[config.mk]
export PLATFORM = sky130hd
export DESIGN_NAME = dcpu_clk_ctrl
export DESIGN_NICKNAME = d
export VERILOG_FILES = /design/src/rtl/dcpu_board_pkg.sv /design/src/rtl/btn_debounce.sv /design/src/rtl/dcpu_clk_ctrl.sv
export SDC_FILE = /design/constraint.sdc
export NUM_CORES = 1
export LEC_CHECK = 0
export CAP_MARGIN = 20
export CORE_MARGIN = 2
export CORE_UTILIZATION = 60
export DETAILED_ROUTE_END_ITERATION = 8
export PLACE_DENSITY = 0.91
export SLEW_MARGIN = 0
export SYNTH_ARGS = -nofsm -noshare
export SYNTH_HDL_FRONTEND = slang
export SYNTH_SLANG_ARGS = --single-unit
[constraint.sdc]
create_clock -name clk_in -period 3.13 [get_ports clk_in]
set_clock_uncertainty 0.2 [all_clocks]
set_input_delay 0.626 -clock clk_in [delete_from_list [all_inputs] [get_ports clk_in]]
set_output_delay 0.626 -clock clk_in [all_outputs]
set_load 0.01 [all_outputs]
[src/rtl/dcpu_board_pkg.sv]
// Shared definitions for the board-side CPU execution controller:
// FSM state encoding and default timing constants.
package dcpu_board_pkg;

  typedef enum logic [1:0] {
    ST_HALT = 2'd0,
    ST_RUN  = 2'd1,
    ST_STEP = 2'd2
  } state_t;

  localparam int DEF_DIV_BITS  = 15;
  localparam int DEF_DB_CYCLES = 1_000_000;

endpackage

[src/rtl/btn_debounce.sv]
// Push-button conditioner: 2-FF synchronizer, stability-counter debounce,
// and a one-cycle pulse on each accepted 0->1 transition.
module btn_debounce
  import dcpu_board_pkg::*;
#(
  parameter int DB_CYCLES = DEF_DB_CYCLES
) (
  input  logic clk_in,
  input  logic reset,
  input  logic btn_raw,
  output logic press
);

  localparam int CW = (DB_CYCLES > 1) ? $clog2(DB_CYCLES) : 1;
  localparam logic [CW-1:0] CNT_LAST = CW'(DB_CYCLES - 1);

  logic [1:0]    sync;
  logic          level;
  logic          accepted;
  logic [CW-1:0] cnt;

  assign level = sync[1];

  // The counter only advances while the synced level disagrees with the
  // accepted one; any return to agreement restarts the stability window.
  always_ff @(posedge clk_in or negedge reset) begin
    if (!reset) begin
      sync     <= '0;
      accepted <= 1'b0;
      cnt      <= '0;
      press    <= 1'b0;
    end else begin
      sync  <= {sync[0], btn_raw};
      press <= 1'b0;
      if (level == accepted) begin
        cnt <= '0;
      end else if (cnt == CNT_LAST) begin
        accepted <= level;
        cnt      <= '0;
        press    <= level;
      end else begin
        cnt <= cnt + CW'(1);
      end
    end
  end

endmodule

[src/rtl/dcpu_clk_ctrl.sv]
// Execution controller: conditions board inputs and issues a single-cycle
// cpu_tick enable under a RUN / HALT / STEP state machine.
//
// state | meaning
// ------+---------------------------------------------------------------
// HALT  | core paused; no ticks; waits for a run or step press
// RUN   | free-running; one tick per divider wrap
// STEP  | one tick pending; issued on the next divider wrap, then HALT
module dcpu_clk_ctrl
  import dcpu_board_pkg::*;
#(
  parameter int DIV_BITS  = DEF_DIV_BITS,
  parameter int DB_CYCLES = DEF_DB_CYCLES,
  parameter bit START_RUN = 1'b1
) (
  input  logic        clk_in,
  input  logic        reset,
  input  logic        btn_run,
  input  logic        btn_step,
  input  logic        sw_stop,
  input  logic [1:0]  choice_raw,
  input  logic [4:0]  raddr_raw,
  output logic        cpu_tick,
  output logic        running,
  output logic [1:0]  choice,
  output logic [4:0]  raddr,
  output logic [15:0] tick_cnt
);

  state_t              state;
  logic [1:0]          stop_sync;
  logic                stop;
  logic [1:0]          choice_s1;
  logic [4:0]          raddr_s1;
  logic [DIV_BITS-1:0] div_cnt;
  logic                div_tick;
  logic                run_press;
  logic                step_press;

  btn_debounce #(.DB_CYCLES(DB_CYCLES)) u_db_run (
    .clk_in  (clk_in),
    .reset   (reset),
    .btn_raw (btn_run),
    .press   (run_press)
  );

  btn_debounce #(.DB_CYCLES(DB_CYCLES)) u_db_step (
    .clk_in  (clk_in),
    .reset   (reset),
    .btn_raw (btn_step),
    .press   (step_press)
  );

  // Level switches are only synchronized; the display path tolerates bounce.
  always_ff @(posedge clk_in or negedge reset) begin
    if (!reset) begin
      stop_sync <= '0;
      choice_s1 <= '0;
      choice    <= '0;
      raddr_s1  <= '0;
      raddr     <= '0;
    end else begin
      stop_sync <= {stop_sync[0], sw_stop};
      choice_s1 <= choice_raw;
      choice    <= choice_s1;
      raddr_s1  <= raddr_raw;
      raddr     <= raddr_s1;
    end
  end

  assign stop = stop_sync[1];

  always_ff @(posedge clk_in or negedge reset) begin
    if (!reset) begin
      div_cnt <= '0;
    end else if (!stop) begin
      div_cnt <= div_cnt + DIV_BITS'(1);
    end
  end

  assign div_tick = (&div_cnt) & ~stop;

  // Priority inside every state: stop, then run press, then step press.
  always_ff @(posedge clk_in or negedge reset) begin
    if (!reset) begin
      state    <= START_RUN ? ST_RUN : ST_HALT;
      running  <= START_RUN;
      cpu_tick <= 1'b0;
    end else begin
      cpu_tick <= 1'b0;
      case (state)
        ST_RUN: begin
          if (stop || run_press) begin
            state   <= ST_HALT;
            running <= 1'b0;
          end else begin
            cpu_tick <= div_tick;
          end
        end
        ST_HALT: begin
          if (!stop && run_press) begin
            state   <= ST_RUN;
            running <= 1'b1;
          end else if (!stop && step_press) begin
            state <= ST_STEP;
          end
        end
        ST_STEP: begin
          if (stop || run_press) begin
            state <= ST_HALT;
          end else if (div_tick) begin
            cpu_tick <= 1'b1;
            state    <= ST_HALT;
          end
        end
        default: begin
          state   <= ST_HALT;
          running <= 1'b0;
        end
      endcase
    end
  end

  always_ff @(posedge clk_in or negedge reset) begin
    if (!reset) begin
      tick_cnt <= '0;
    end else if (cpu_tick) begin
      tick_cnt <= tick_cnt + 16'd1;
    end
  end

endmodule
==> run summary <==
Status = finished, final reports clean
Final setup fails = 0
Mapped cell area = 4155 µm²
Seq/Total Area, Yosys = 59.68%
Power per cell area = 495.5 nW/µm²
Area Growth Syn to Fin = 15.99%
DP Wirelength = 4.846 mm
Ys Warns = 0
Vias in the first global route = 2,791
Via Count = 2,722
CTS HTree Levels = 3
Routed len/inst = 14.45 µm
Die area = 7607 µm²
Vias per cell = 5.566
Final Util = 71.33%
Max-Cap Viols = 0
# hold bufs at CTS = 0
Total Neg Setup Slack = 0 ns
Crit-path slowest cell = dfstp_2
GRT Util Overall = 21.11%
Hold Slack = 0.05152 ns
Total Nets Final = 423
Syn Area/Cell = 11.54 µm²
First-pass DRT Iterations = 4
Buf+Inv Stages, Crit Path = 1
CTS Buf Count = 9
Post-synth EDFFs = 0
Fmax = 0.4380 GHz
Core Box Area = 6756 µm²
Fraction of layout cells with a size suffix above 1 = 7.579%
Pins over their slew limit = 0
Die height = 87.22 µm
Row count = 30
Async set-or-reset flop fraction in the synthesized netlist = 100.0%
Crit. Startpoint = running
Grt ovf = 0
Crit start category = flip-flop
Io pins = 37
Crit. End Element = output port
DRC Markers = 0
Required time of the worst setup path = 2.30 ns
Root Buffer = clkbuf_8
Distinct cell type count after synthesis = 38
Initial antenna violation count = 0
Yosys reg bits = 99
Longest Clk Path Bufs = 2
Synthesized instance count = 360
Gp weighted congestion = 0.8850
Buffers on Ports = 36
Initial Util = 61.50%
Top delay family on crit path = flip-flops
Worst vdd ir = 0.0003124 V
Kind of critical path = reg2out
TritonCTS clock tree = built
Synth Net Count = 379
Crit path time final = 2.283 ns
Largest net degree at the start of global routing = 51
Leakage = 2.148 nW
Unrepaired setup endpoints after global routing = no
Post-CTS setup buffers = 0
Main synth FF type = dfrtp_1
CTS sink count = 99
Arrival time worst endpoint = 1.46 ns
First DRT Iteration DRCs = 126
Final period util = 72.95%
Clk Latency, worst-skew pair = 0.37 ns
Hold Crit Class = in2async
Critical Path Fanout Max = 3
Largest stage delay on the critical path = 0.56 ns
Cts repair resizes = 0
Reg2Reg Launch Point = u_db_step.cnt[13]
Clock slew at reported path FFs = 0.10 ns
Crit-path cells = clkdlybuf4s50_1
Detailed Route WL = 7.064 mm
Slew at the pin closest to its max-slew limit = 0.6046 ns
N_diodes = 0
Routed Antenna Nets = 0
Global-route wire length before repair = 12.45 mm
Die Span X = 87.22 µm
Hold violation count in the final report = 0
Max_slew headroom = 59.70%
cell type report:
type                       instances  area, µm²
multi-input combinational        251       1632
clock inverter                     7      83.83
clock buffer                       9      123.9
fill                             447       1937
timing repair buffer              37      377.9
tap                               80      100.1
sequential                        99       2480
inverter                           6      22.52
kinds of logic after synthesis:
| logic type | Yosys count | synth area share (%) |
|---|---|---|
| AND/OR/NAND/NOR | 165 | 20.81 |
| AO/OA/AOI/OAI | 9 | 1.355 |
| XOR/XNOR | 66 | 13.91 |
| flip-flops | 99 | 59.68 |
| adder cells (fa/ha/maj) | 7 | 2.108 |
| buffers and inverters | 10 | 1.054 |
| multiplexers | 4 | 1.084 |
cells in the mapped netlist, drive strengths merged (2+ instances only):
cell | n | area share [%]
nand4b | 2 | 0.42
xnor2 | 33 | 7.0
dfrtp | 97 | 58
nand4 | 15 | 2.4
nor4b | 3 | 0.63
or3 | 2 | 0.42
xor2 | 33 | 7.0
dfstp | 2 | 1.3
and3 | 11 | 1.7
nor2 | 53 | 4.8
o22ai | 2 | 0.30
o21ai | 3 | 0.36
and4 | 3 | 0.63
nand2b | 4 | 0.60
inv | 6 | 0.54
buf | 3 | 0.42
nand3 | 25 | 3.0
ha | 7 | 2.1
nor3 | 5 | 0.60
nand2 | 31 | 3.0
nor4 | 7 | 1.9
mux2 | 4 | 1.1
where the power goes:
part | internal, W | switching (W)
logic | 0.0000787 | 0.0000764
clock network | 0.000382 | 0.000458
registers | 0.00134 | 0.0000534
metrics by stage:
stage               power, W  setup slack, ns  instances  cell area (µm²)
CTS                 0.002411           0.8244        489             4820
detailed placement  0.001577            1.037        473             4612
finish              0.002388           0.8467        489             4820
global route        0.002485           0.8039        489             4820
floorplan           0.001500            1.362        360             4155
global placement    0.001562            1.145        473             4612
worst paths after layout:
kind                                    endpoint  slack [ns]  cells after the start
worst max-delay path                     running        0.85                      1
worst min-delay path                  div_cnt[4]        0.05                      1
worst max register to register  u_db_step.cnt[8]        0.94                      5
worst min register to register  u_db_run.sync[1]        0.15                      0
max in group asynchronous        u_db_run.cnt[4]        2.01                      2
min in group clk_in             u_db_run.sync[1]        0.15                      0
placed cells by master (no fill, tap or decap), types with 4 or more instances in the layout:
cell type and n:
inv_1 6, nand3_1 25, clkbuf_8 9, xnor2_1 33
nand2b_1 4, clkdlybuf4s50_1 35, and3_1 11, xor2_1 33
nand2_1 30, nand4_1 14, dfrtp_1 97, nor2_1 53
nor3_1 5, ha_1 7
flip-flops by register name, indices dropped and copies added (netlist names):
register            cells
u_db_run.accepted       1
choice                  2
u_db_run.sync           2
u_db_step.cnt          20
raddr                   5
raddr_s1                5
state                   2
u_db_step.sync          2
tick_cnt               16
running                 1
div_cnt                15
u_db_run.cnt           20
stop_sync               2
u_db_run.press          1
u_db_step.accepted      1
cpu_tick                1
u_db_step.press         1
choice_s1               2
routing by layer:
metal  track usage (%)  routed length, µm  vias to the layer above
met3             4.265                230                       20
met1             26.36               3063                     1341
met5                 0                  0                        -
li1                  -                  -                     1303
met4             10.77                203                        0
met2             35.05               3567                       58
Note: power is estimated with default switching activity, not from simulation.
